===== config.mk =====
export PLATFORM = sky130hd
export DESIGN_NAME = imem_fetch_queue
export DESIGN_NICKNAME = d
export VERILOG_FILES = /design/src/rtl/imem_fetch_queue.sv
export SDC_FILE = /design/constraint.sdc
export NUM_CORES = 1
export LEC_CHECK = 0
export ABC_AREA = 1
export ABC_CLOCK_PERIOD_IN_PS = 3400
export CORE_MARGIN = 2
export CORE_UTILIZATION = 55
export CTS_BUF_LIST = sky130_fd_sc_hd__clkbuf_8
export CTS_CLUSTER_DIAMETER = 30
export DETAILED_ROUTE_END_ITERATION = 10
export PLACE_DENSITY = 0.89
export SLEW_MARGIN = 20
export SYNTH_ARGS = -nofsm -noshare
export SYNTH_HDL_FRONTEND = slang
export SYNTH_SLANG_ARGS = --single-unit

===== constraint.sdc =====
create_clock -name clk -period 3.4 [get_ports clk]
set_input_delay 0.85 -clock clk [delete_from_list [all_inputs] [get_ports clk]]
set_output_delay 0.85 -clock clk [all_outputs]
set_load 0.02 [all_outputs]

===== src/rtl/imem_fetch_queue.sv =====
// imem_fetch_queue: instruction-fetch front end.
// Turns the core's next-PC stream into pipelined, in-order instruction memory
// requests. Returned parcels are held in a DEPTH-entry queue and presented to
// the core together with their PC and fault flags. A flush discards every
// queued parcel and drops any responses that are still in flight.
//
// Optional feature: define IMEM_FETCH_BYPASS_EN to present a response that
// lands in the head slot combinationally, in the same cycle as its ack.
// Without it, every parcel is presented from the slot registers one cycle
// after its ack.

module imem_fetch_queue #(
  parameter int XLEN        = 32,
  parameter int PARCEL_SIZE = 32,
  parameter int DEPTH       = 4
) (
  input  logic                      clk,
  input  logic                      rst,

  input  logic [XLEN-1:0]           if_nxt_pc,
  output logic                      if_stall_nxt_pc,
  input  logic                      if_stall,
  input  logic                      if_flush,
  output logic [PARCEL_SIZE-1:0]    if_parcel,
  output logic [XLEN-1:0]           if_parcel_pc,
  output logic [PARCEL_SIZE/16-1:0] if_parcel_valid,
  output logic                      if_parcel_misaligned,
  output logic                      if_parcel_bus_err,

  output logic                      imem_req,
  output logic [XLEN-1:0]           imem_adr,
  input  logic                      imem_ack,
  input  logic [XLEN-1:0]           imem_q,
  input  logic                      imem_err
);

  localparam int PW = $clog2(DEPTH);
  localparam int CW = PW + 1;
  localparam int VW = PARCEL_SIZE / 16;

  localparam logic [CW-1:0] DEPTH_C = CW'(DEPTH);

  localparam logic [1:0] ST_IDLE  = 2'd0;
  localparam logic [1:0] ST_RUN   = 2'd1;
  localparam logic [1:0] ST_DRAIN = 2'd2;

  logic [1:0]    state;

  logic [PW-1:0] alloc_ptr;
  logic [PW-1:0] fill_ptr;
  logic [PW-1:0] rd_ptr;

  logic [CW-1:0] used_cnt;
  logic [CW-1:0] pend_cnt;
  logic [CW-1:0] discard_cnt;

  logic [XLEN-1:0]        slot_pc   [DEPTH];
  logic [PARCEL_SIZE-1:0] slot_data [DEPTH];
  logic [DEPTH-1:0]       slot_mis;
  logic [DEPTH-1:0]       slot_err;
  logic [DEPTH-1:0]       slot_filled;

  logic          head_filled;
  logic          ack_fill;
  logic          bypass_hit;
  logic          present;
  logic          pop;
  logic          fill_write;
  logic          flushing;
  logic [CW-1:0] used_next;
  logic [CW-1:0] pend_next;
  logic [CW-1:0] flush_discard;

  // Head status, accepted-ack qualification, pop and request strobes.
  always_comb begin
    head_filled = slot_filled[rd_ptr];
    ack_fill    = imem_ack && (discard_cnt == '0) && (pend_cnt != '0);
    bypass_hit  = 1'b0;
`ifdef IMEM_FETCH_BYPASS_EN
    bypass_hit  = ack_fill && (fill_ptr == rd_ptr) && (used_cnt != '0) && !head_filled;
`endif
    present     = (used_cnt != '0) && (head_filled || bypass_hit) && !if_flush;
    pop         = present && !if_stall;
    flushing    = (state == ST_RUN) && if_flush;
    imem_req    = (state == ST_RUN) && !if_flush && ((used_cnt < DEPTH_C) || pop);
    imem_adr    = if_nxt_pc;
    if_stall_nxt_pc = !imem_req;
    fill_write  = ack_fill && !flushing && !(bypass_hit && pop);
    used_next   = used_cnt + CW'(imem_req) - CW'(pop);
    pend_next   = pend_cnt + CW'(imem_req) - CW'(ack_fill);
    flush_discard = pend_cnt - CW'(ack_fill);
  end

  // Head parcel presentation; every field reads zero when nothing is presented.
  always_comb begin
    if_parcel            = '0;
    if_parcel_pc         = '0;
    if_parcel_valid      = '0;
    if_parcel_misaligned = 1'b0;
    if_parcel_bus_err    = 1'b0;
    if (present) begin
      if_parcel_valid      = {VW{1'b1}};
      if_parcel_pc         = slot_pc[rd_ptr];
      if_parcel_misaligned = slot_mis[rd_ptr];
      if (bypass_hit) begin
        if_parcel         = imem_q;
        if_parcel_bus_err = imem_err;
      end else begin
        if_parcel         = slot_data[rd_ptr];
        if_parcel_bus_err = slot_err[rd_ptr];
      end
    end
  end

  // Control FSM with slot pointers and the used/pending/discard counters.
  always_ff @(posedge clk) begin
    if (rst) begin
      state       <= ST_IDLE;
      alloc_ptr   <= '0;
      fill_ptr    <= '0;
      rd_ptr      <= '0;
      used_cnt    <= '0;
      pend_cnt    <= '0;
      discard_cnt <= '0;
    end else begin
      case (state)
        ST_IDLE: begin
          state <= ST_RUN;
        end
        ST_RUN: begin
          if (if_flush) begin
            alloc_ptr   <= '0;
            fill_ptr    <= '0;
            rd_ptr      <= '0;
            used_cnt    <= '0;
            pend_cnt    <= '0;
            discard_cnt <= flush_discard;
            state       <= (flush_discard != '0) ? ST_DRAIN : ST_RUN;
          end else begin
            alloc_ptr <= alloc_ptr + PW'(imem_req);
            fill_ptr  <= fill_ptr + PW'(ack_fill);
            rd_ptr    <= rd_ptr + PW'(pop);
            used_cnt  <= used_next;
            pend_cnt  <= pend_next;
          end
        end
        ST_DRAIN: begin
          if (imem_ack) begin
            discard_cnt <= discard_cnt - CW'(1);
            if (discard_cnt == CW'(1)) begin
              state <= ST_RUN;
            end
          end
        end
        default: begin
          state <= ST_IDLE;
        end
      endcase
    end
  end

  // Slot storage: allocation writes pc/misaligned, accepted acks write data/err.
  always_ff @(posedge clk) begin
    if (rst) begin
      for (int i = 0; i < DEPTH; i++) begin
        slot_pc[i]   <= '0;
        slot_data[i] <= '0;
      end
      slot_mis    <= '0;
      slot_err    <= '0;
      slot_filled <= '0;
    end else begin
      if (fill_write) begin
        slot_data[fill_ptr]   <= imem_q;
        slot_err[fill_ptr]    <= imem_err;
        slot_filled[fill_ptr] <= 1'b1;
      end
      if (imem_req) begin
        slot_pc[alloc_ptr]     <= if_nxt_pc;
        slot_mis[alloc_ptr]    <= (if_nxt_pc[1:0] != 2'b00);
        slot_filled[alloc_ptr] <= 1'b0;
      end
    end
  end

endmodule

== Yosys cells after proc, flatten, opt, wreduce, memory -nomap -nowiden ==
Memories as Yosys holds them, arrays and structs flattened. A register that Yosys moved wholly into a read port is not among the register bits.
Index checks and enable logic that the tools add are counted.

* Flip-flop bits (word level): 29
* RAM bits: 256
* Input port bits: 70
* Output and inout port bits: 102
* Logic and storage cells: 114
* Memories: 2

* $add $sub $neg: 9
* $lt $le $gt $ge: 6
* Equal/unequal tests: 6
* Multiplexer cells: 51
* Bitwise logic cells: 3
* Reductions and logical operators: 27

{| class="wikitable"
|+ Memory list
! memory !! words !! bits a word !! rd ports !! clocked after Yosys merged registers in !! wr ports !! RTL line !! text
|-
| slot_data || 4 || 32 || 1 || 1 || 4 || 58 || <nowiki>logic [PARCEL_SIZE-1:0] slot_data [DEPTH];</nowiki>
|-
| slot_pc || 4 || 32 || 1 || 1 || 4 || 57 || <nowiki>logic [XLEN-1:0] slot_pc [DEPTH];</nowiki>
|}

{| class="wikitable"
|+ Operators with widths
! cell !! number
|-
| $mux 32 || 4
|-
| $reduce_or 32->1 || 2
|-
| $mux 2 || 14
|-
| $mux 1 || 17
|-
| $mux 3 || 4
|-
| $mux 4 || 3
|-
| $logic_and 1x1->1 || 11
|-
| $lt 2x3->1 const B || 3
|-
| $reduce_bool 3->1 || 3
|-
| $sub 3x1->3 || 3
|-
| $bwmux 4 || 2
|-
| $add 2x1->2 || 3
|-
| $add 3x1->3 || 2
|-
| $bmux 1 s2 || 3
|-
| $ne 2x2->1 const B || 3
|-
| $pmux 2 s3 || 1
|-
| $pmux 3 s2 || 1
|-
| $reduce_and 3->1 || 2
|-
| $and 4x4->4 || 1
|-
| $demux 1 s2 || 2
|-
| $ge 2x1->1 const B || 2
|-
| $logic_not 1->1 || 4
|-
| $not 4->4 || 1
|-
| $or 4x4->4 || 1
|-
| other kinds (9) || 10
|}

== Depth between registers and ports, before layout ==
Gate-level depths: netlist of the first run.

* Depth in word-level cells: 12
* Gate-level depth with buffers: 15
* Gate-level depth less buffers: 15

== Worst setup path before layout of the first run ==
OpenSTA, ideal clock, no wires.

* Path type: input to register
* Start: in if_flush
* End: mem slot_pc[3][0] (enable)
* Setup time: 390 ps
* Arrival time: 2520 ps
* Data required time: 3010 ps
* Path slack: 490 ps
* Cell stages on the path: 5
* Buffers on the path: 0
* Cells stage by stage: a21oi_4 > nand3_4 > a21oi_1 > nand2_1 > nand2_1

{| class="wikitable"
|+ RTL lines
! what !! RTL line !! text
|-
| start: declaration || 23 || <nowiki>input logic if_flush,</nowiki>
|-
| end: declaration || 57 ||
|}

== Final worst setup path of the first run ==
* Start: in if_flush
* End: out if_parcel[11]

* Longest elaborated chain between the ends: 3

{| class="wikitable"
|+ Ends and longest elaborated chain
! what !! RTL line !! text
|-
| $logic_not 1->1 || 82 || <nowiki>present = (used_cnt != '0) && (head_filled || bypass_hit) && !if_flush;</nowiki>
|-
| $logic_and 1x1->1 || 82 ||
|-
| $mux 32 || 101 || <nowiki>if (present) begin</nowiki>
|-
| end: declaration || 24 || <nowiki>output logic [PARCEL_SIZE-1:0] if_parcel,</nowiki>
|}

Every way passes these cells.

==> impl_metrics.json, run 1 <==
{
  "grt_pass1_wl_mm": 51.7,
  "synth_top_cell_by_area": "edfxtp_1",
  "postRouteAntennaNets": 0,
  "die_h_um": 160,
  "hold_depth": 2,
  "drive_gt1_share_pct": 11.2,
  "die_width_um": 160,
  "holdCritStartpoint": "slot_mis[3]",
  "ys_types": 34,
  "diodes": 0,
  "clockPowerShare_pct": 41.5,
  "syn-cell-area_um2": 13500,
  "crit_fanout": 41,
  "antenna_found_initial": 0,
  "synth_top_area_share_pct": 57.1,
  "use_met3_pct": 3.62,
  "seq_area_frac_synth_pct": 61.7,
  "met2_usage_pct": 44.7,
  "h-tree-depth": 2,
  "leakage_nw": 6.92,
  "core_area_um2": 24200,
  "timing_worst_setup_path_type": "in -> out",
  "final_cell_count_no_fill": 1907,
  "hold_violations": 0,
  "numCtsBuffers": 51,
  "path_cells": "clkdlybuf4s50_1, a21oi_4, nand2_2, buf_12, a21oi_1, dlygate4sd2_1",
  "p_switching_mw": 1.84,
  "dp_cells": 1812,
  "power_density_nw_per_um2": 477,
  "die-area_um2": 25700,
  "rsz0062_at_grt": "false",
  "end_kind": "primary output",
  "switching_share_pct": 23.6,
  "p_int_mw": 5.96,
  "combPwrFrac_pct": 6.9,
  "tightest_slew_ps": 791,
  "utilization_pct": 67.7,
  "syn_area_per_cell_um2": 9.72,
  "rows": 57,
  "via_per_inst": 5.39,
  "cts_tree": "done",
  "synthCells": 1384,
  "post-route-min-period_ps": 3320,
  "rr_worst_depth": 13,
  "hold_slack_ps": 456,
  "clock_latency_ps": 570,
  "clock-sinks": 287,
  "max_stage_delay_ps": 460,
  "period_share_pct": 97.5,
  "ys_warn_count": 0,
  "timing.rr.start": "rd_ptr[0]",
  "use_met1_pct": 30.3,
  "crit_arrival_ps": 2470,
  "final_cell_mix": "nor2_1 (463), edfxtp_1 (256), o21ai_0 (144)",
  "grt_max_degree": 73,
  "drtPass1Iterations": 7,
  "syn_nets": 1465,
  "root_buffer": "clkbuf_8",
  "status": "finished, final reports clean",
  "layout_commonest_cell": "nor2_1",
  "start_util_pct": 55.7,
  "vias": 10300,
  "grt_pass1_vias": 10400,
  "worst-r2r-setup-slack_ps": 970,
  "io_buffer_count": 171,
  "min_to": "slot_mis[3]",
  "grt_overflow": 0,
  "clk_pin_slew_ps": 60,
  "min_path_type": "reg -> reg",
  "maxSlewHeadroom_pct": 47.2,
  "finalSetupViolations": 0,
  "max_cap_viol_count": 0,
  "ios": 172,
  "ys_seq_elements": 287,
  "drv_slew": 0,
  "reg2reg_to": "slot_pc[2][1]",
  "cp_slowest_cell": "clkdlybuf4s50_1",
  "drtIter0Drc": 981,
  "hpwlAfterDp_mm": 20.6,
  "fin_nets": 1622,
  "finClkSkew_ps": 13.1,
  "seqPwrFrac_pct": 51.6,
  "drc": 0,
  "peakVddDrop_uv": 358,
  "area.growth.synth_to_final_pct": 21.6,
  "critPathRequiredTime_ps": 2550,
  "fmax_mhz": 302,
  "clockBufferDepth": 3,
  "wl_per_cell_um": 17.2,
  "grtUsageTotal_pct": 25.2,
  "globalplace.congestion": 0.877,
  "worstSetupStartpointType": "primary input",
  "synth_top_cells_by_area": "edfxtp_1 (57%), nor2_1 (13%), o21ai_0 (5.4%)",
  "grt-busiest-layer": "met2",
  "wl_mm": 32.8
}
## stage by stage
stage                     worst slack [ps]  area (um^2)  TNS [ps]  total power [mW]
after global routing                  2.47        16400         0              8.04
after global placement               -78.4        15400     -3690              4.61
after CTS                             67.1        16400         0              7.82
final                                 84.9        16400         0              7.80
after detailed placement              -157        15400     -6550              4.63
after floorplan                        490        13500         0              4.39
## synthesized netlist by cell type
library cell	count
nand3_4	1
a21o_1	1
buf_1	15
or2_2	2
xor2_1	2
inv_1	110
edfxtp_1	256
nand3b_1	1
inv_2	2
o21ai_0	144
nor2_1	464
nand3_1	16
fa_1	2
nand2_4	32
buf_2	21
nor2_8	3
a21oi_1	91
nor3b_1	1
clkinv_1	1
nand2_8	1
buf_4	34
nand2_1	88
clkbuf_1	36
ha_1	9
o22ai_1	3
buf_12	3
nand4_1	2
a31oi_1	1
nor2_2	3
nand2_2	4
o21ai_1	1
dfxtp_1	31
a21oi_4	1
nand3_2	2
## power by group through the flow
stage / Combinational, mW / Sequential, mW / Clock (mW)
after floorplan: 0.299 / 4.09 / 0
after global placement: 0.527 / 4.09 / 0
after detailed placement: 0.537 / 4.10 / 0
after CTS: 0.542 / 4.02 / 3.26
after global routing: 0.585 / 4.04 / 3.42
final: 0.540 / 4.03 / 3.23
## critical path: cells and delay by family
kind                   cells  cell delay [ps]
AO/OA/AOI/OAI              2              400
buffers and inverters      3             1040
AND/OR/NAND/NOR            1              150
## kinds of logic after synthesis
kind of cell,Yosys count,share of synthesized area (%)
AND/OR/NAND/NOR,620,20.2
flip-flops,287,61.7
AO/OA/AOI/OAI,242,9.14
buffers and inverters,222,7.70
adder cells (fa/ha/maj),11,1.13
XOR/XNOR,2,0.130
## per-layer routing
| metal | part of all wire [%] | vias up |
|---|---|---|
| li1 | - | 4841 |
| met1 | 38 | 4882 |
| met5 | 0 | - |
| met2 | 52 | 460 |
| met4 | 3.9 | 0 |
| met3 | 6.6 | 102 |
## timing repair
action,in CTS,in global routing
setup buffers,0,0
endpoints found under the setup margin,68,1
hold buffers,0,0
resized for setup,69,1
## how the worst max path moves through the flow
| stage | from | end | slack, ps |
|---|---|---|---|
| after floorplan | if_flush | slot_pc[3][0] | 490 |
| after global routing | rd_ptr[0] | if_parcel_pc[31] | 2 |
| after global placement | if_flush | if_parcel_pc[8] | -80 |
| final | if_flush | if_parcel[11] | 80 |
| after detailed placement | if_flush | if_parcel_pc[31] | -160 |
| after CTS | if_flush | imem_req | 70 |
## area by class of cell
type	count	area, um^2
clock inverter	43	330
clock buffer	52	716
inverter	113	428
sequential	287	8310
multi-input combinational	875	4120
fill	1751	7820
timing repair buffer	213	2040
tap	324	405
## state kept, by name, summed over array words and instances, names as in the netlist, named ones only
| signal | count |
|---|---|
| slot_data | 128 |
| used_cnt | 3 |
| pend_cnt | 3 |
| alloc_ptr | 2 |
| slot_pc | 128 |
| state | 2 |
| rd_ptr | 2 |
| fill_ptr | 2 |
| slot_filled | 4 |
| discard_cnt | 3 |
| slot_err | 4 |
| slot_mis | 4 |
Note: power is estimated with default switching activity, not from simulation.
==> inputs of run 2 (changes only) <==
--- a/config.mk
+++ b/config.mk
@@ -9,7 +9,7 @@
 export ABC_CLOCK_PERIOD_IN_PS = 3400
 export CORE_MARGIN = 2
 export CORE_UTILIZATION = 55
-export CTS_BUF_LIST = sky130_fd_sc_hd__clkbuf_8
+export CTS_BUF_LIST = sky130_fd_sc_hd__clkbuf_16
 export CTS_CLUSTER_DIAMETER = 30
 export DETAILED_ROUTE_END_ITERATION = 10
 export PLACE_DENSITY = 0.89
==> run 2 against run 1 <==
Worst setup slack better by 7.2 ps. Power increased by 17%. Flip-flop and latch count did not move. Sequential power about the same. Global-route usage up 0.82 points. Wire length is 3.1% higher. Die area did not move. Combinational power about the same.
==> impl_metrics.json, run 2 (same netlist as run 1, synthesis figures left out) <==
{
  "status": "finished, final reports clean",
  "die-area_um2": 25700,
  "utilization_pct": 69.7,
  "post_cts_buffers": 0,
  "dr_wl_met2_mm": 17.9,
  "combPwrFrac_pct": 6.0,
  "final_cell_count_no_fill": 1898,
  "path_cells": "clkdlybuf4s50_1, a21oi_4, nand2_2, buf_4, a21oi_1, dlygate4sd2_1",
  "switching_share_pct": 22.9,
  "leakage_nw": 7.10,
  "die_h_um": 160,
  "seqPwrFrac_pct": 44.2,
  "dpl_worst_slack_ps": -157,
  "max_stage_delay_ps": 460,
  "worst-r2r-setup-slack_ps": 870,
  "hold_violations": 0,
  "max_cap_viol_count": 0,
  "cts-resized-gates": 68,
  "top_layer": "met4",
  "fin_nets": 1617,
  "peakVddDrop_uv": 387,
  "clk_pin_slew_ps": 50,
  "clock-sinks": 287,
  "clockPowerShare_pct": 49.9,
  "fmax_mhz": 302,
  "io_buffer_count": 171,
  "finalSetupTns_ps": 0,
  "fin_ws_ps": 92.0,
  "grt_pass1_wl_mm": 53.1,
  "grt_pass1_vias": 10300,
  "start_util_pct": 55.7,
  "end_kind": "primary output",
  "power_density_nw_per_um2": 541,
  "drtIter0Drc": 1011,
  "hpwlAfterDp_mm": 20.6,
  "wl_per_cell_um": 17.8,
  "worstSetupStartpointType": "primary input",
  "ctsHoldBuffers": 0,
  "hold_slack_ps": 459,
  "drv_slew": 0,
  "clock_latency_ps": 540,
  "drtPass1Iterations": 5,
  "wl_met1_mm": 12.7,
  "postRouteAntennaNets": 0,
  "drc": 0,
  "wl_mm": 33.8,
  "root_buffer": "clkbuf_16",
  "h-tree-depth": 2,
  "multiInputGateArea_um2": 4120,
  "seq_area_um2": 8310,
  "via_per_inst": 5.44,
  "finalSetupViolations": 0,
  "cp_slowest_cell": "clkdlybuf4s50_1",
  "layout_commonest_cell": "nor2_1",
  "largestRegisters": "slot_data x128, slot_pc x128",
  "maxSlewHeadroom_pct": 44.8,
  "core_area_um2": 24200,
  "timing_worst_setup_path_type": "in -> out",
  "vias": 10300,
  "dp_cells": 1812,
  "wl_met3_mm": 2.09,
  "grtUsageTotal_pct": 26.1,
  "numCtsBuffers": 46,
  "crit_arrival_ps": 2460,
  "drive_gt1_share_pct": 10.9,
  "globalplace.congestion": 0.877,
  "antenna_found_initial": 0,
  "clockBufferDepth": 3,
  "grt_overflow": 0,
  "fill_cells": 1690,
  "critPathRequiredTime_ps": 2550,
  "period_share_pct": 97.3,
  "ios": 172,
  "grt_max_degree": 73,
  "p_switching_mw": 2.09,
  "final_cell_mix": "nor2_1 (463), edfxtp_1 (256), o21ai_0 (144)",
  "area.growth.synth_to_final_pct": 25.3,
  "post-route-min-period_ps": 3310,
  "cts_tree": "done",
  "rows": 57,
  "p_int_mw": 7.03,
  "finClkSkew_ps": 27.7,
  "diodes": 0,
  "tightest_slew_ps": 828,
  "min_path_type": "reg -> reg",
  "die_width_um": 160,
  "rsz0062_at_grt": "false",
  "crit_fanout": 20
}
run 2: layout make-up:
class,instances,area share [%]
sequential,287,49.3
multi-input combinational,875,24.4
timing repair buffer,213,12.1
clock buffer,48,7.12
inverter,113,2.52
tap,324,2.40
clock inverter,38,2.06
run 2: worst paths after layout:
kind | cells past startpoint | from | endpoint
worst max-delay path | 6 | if_flush | if_parcel_pc[16]
worst min-delay path | 2 | slot_mis[3] | slot_mis[3]
worst max register to register | 13 | rd_ptr[0] | slot_pc[1][1]
worst min register to register | 2 | slot_mis[3] | slot_mis[3]
run 2: power groups by stage:
stage | registers (mW) | logic (mW) | clock network (mW)
2_1_floorplan | 4.09 | 0.299 | 0
3_3_place_gp | 4.09 | 0.527 | 0
3_5_place_dp | 4.10 | 0.537 | 0
4_1_cts | 4.03 | 0.544 | 4.59
5_1_grt | 4.04 | 0.587 | 4.75
6_report | 4.03 | 0.543 | 4.55
run 2: metrics by stage:
step / power (mW) / instance area (um^2)
floorplan: 4.39 / 13500
global placement: 4.61 / 15400
detailed placement: 4.63 / 15400
CTS: 9.16 / 16900
global route: 9.38 / 16900
finish: 9.13 / 16900
run 2: critical path, delay by kind of cell:
family,cells,cell delay (ps)
and+or+nand+nor,1,150
buffers and inverters,3,1080
AOI/OAI and AO/OA,2,370
run 2: layer usage:
metal	vias up	GRT usage [%]
li1	4839	-
met3	71	3.87
met2	460	46.7
met5	-	0
met4	0	10.5
met1	4947	31.7
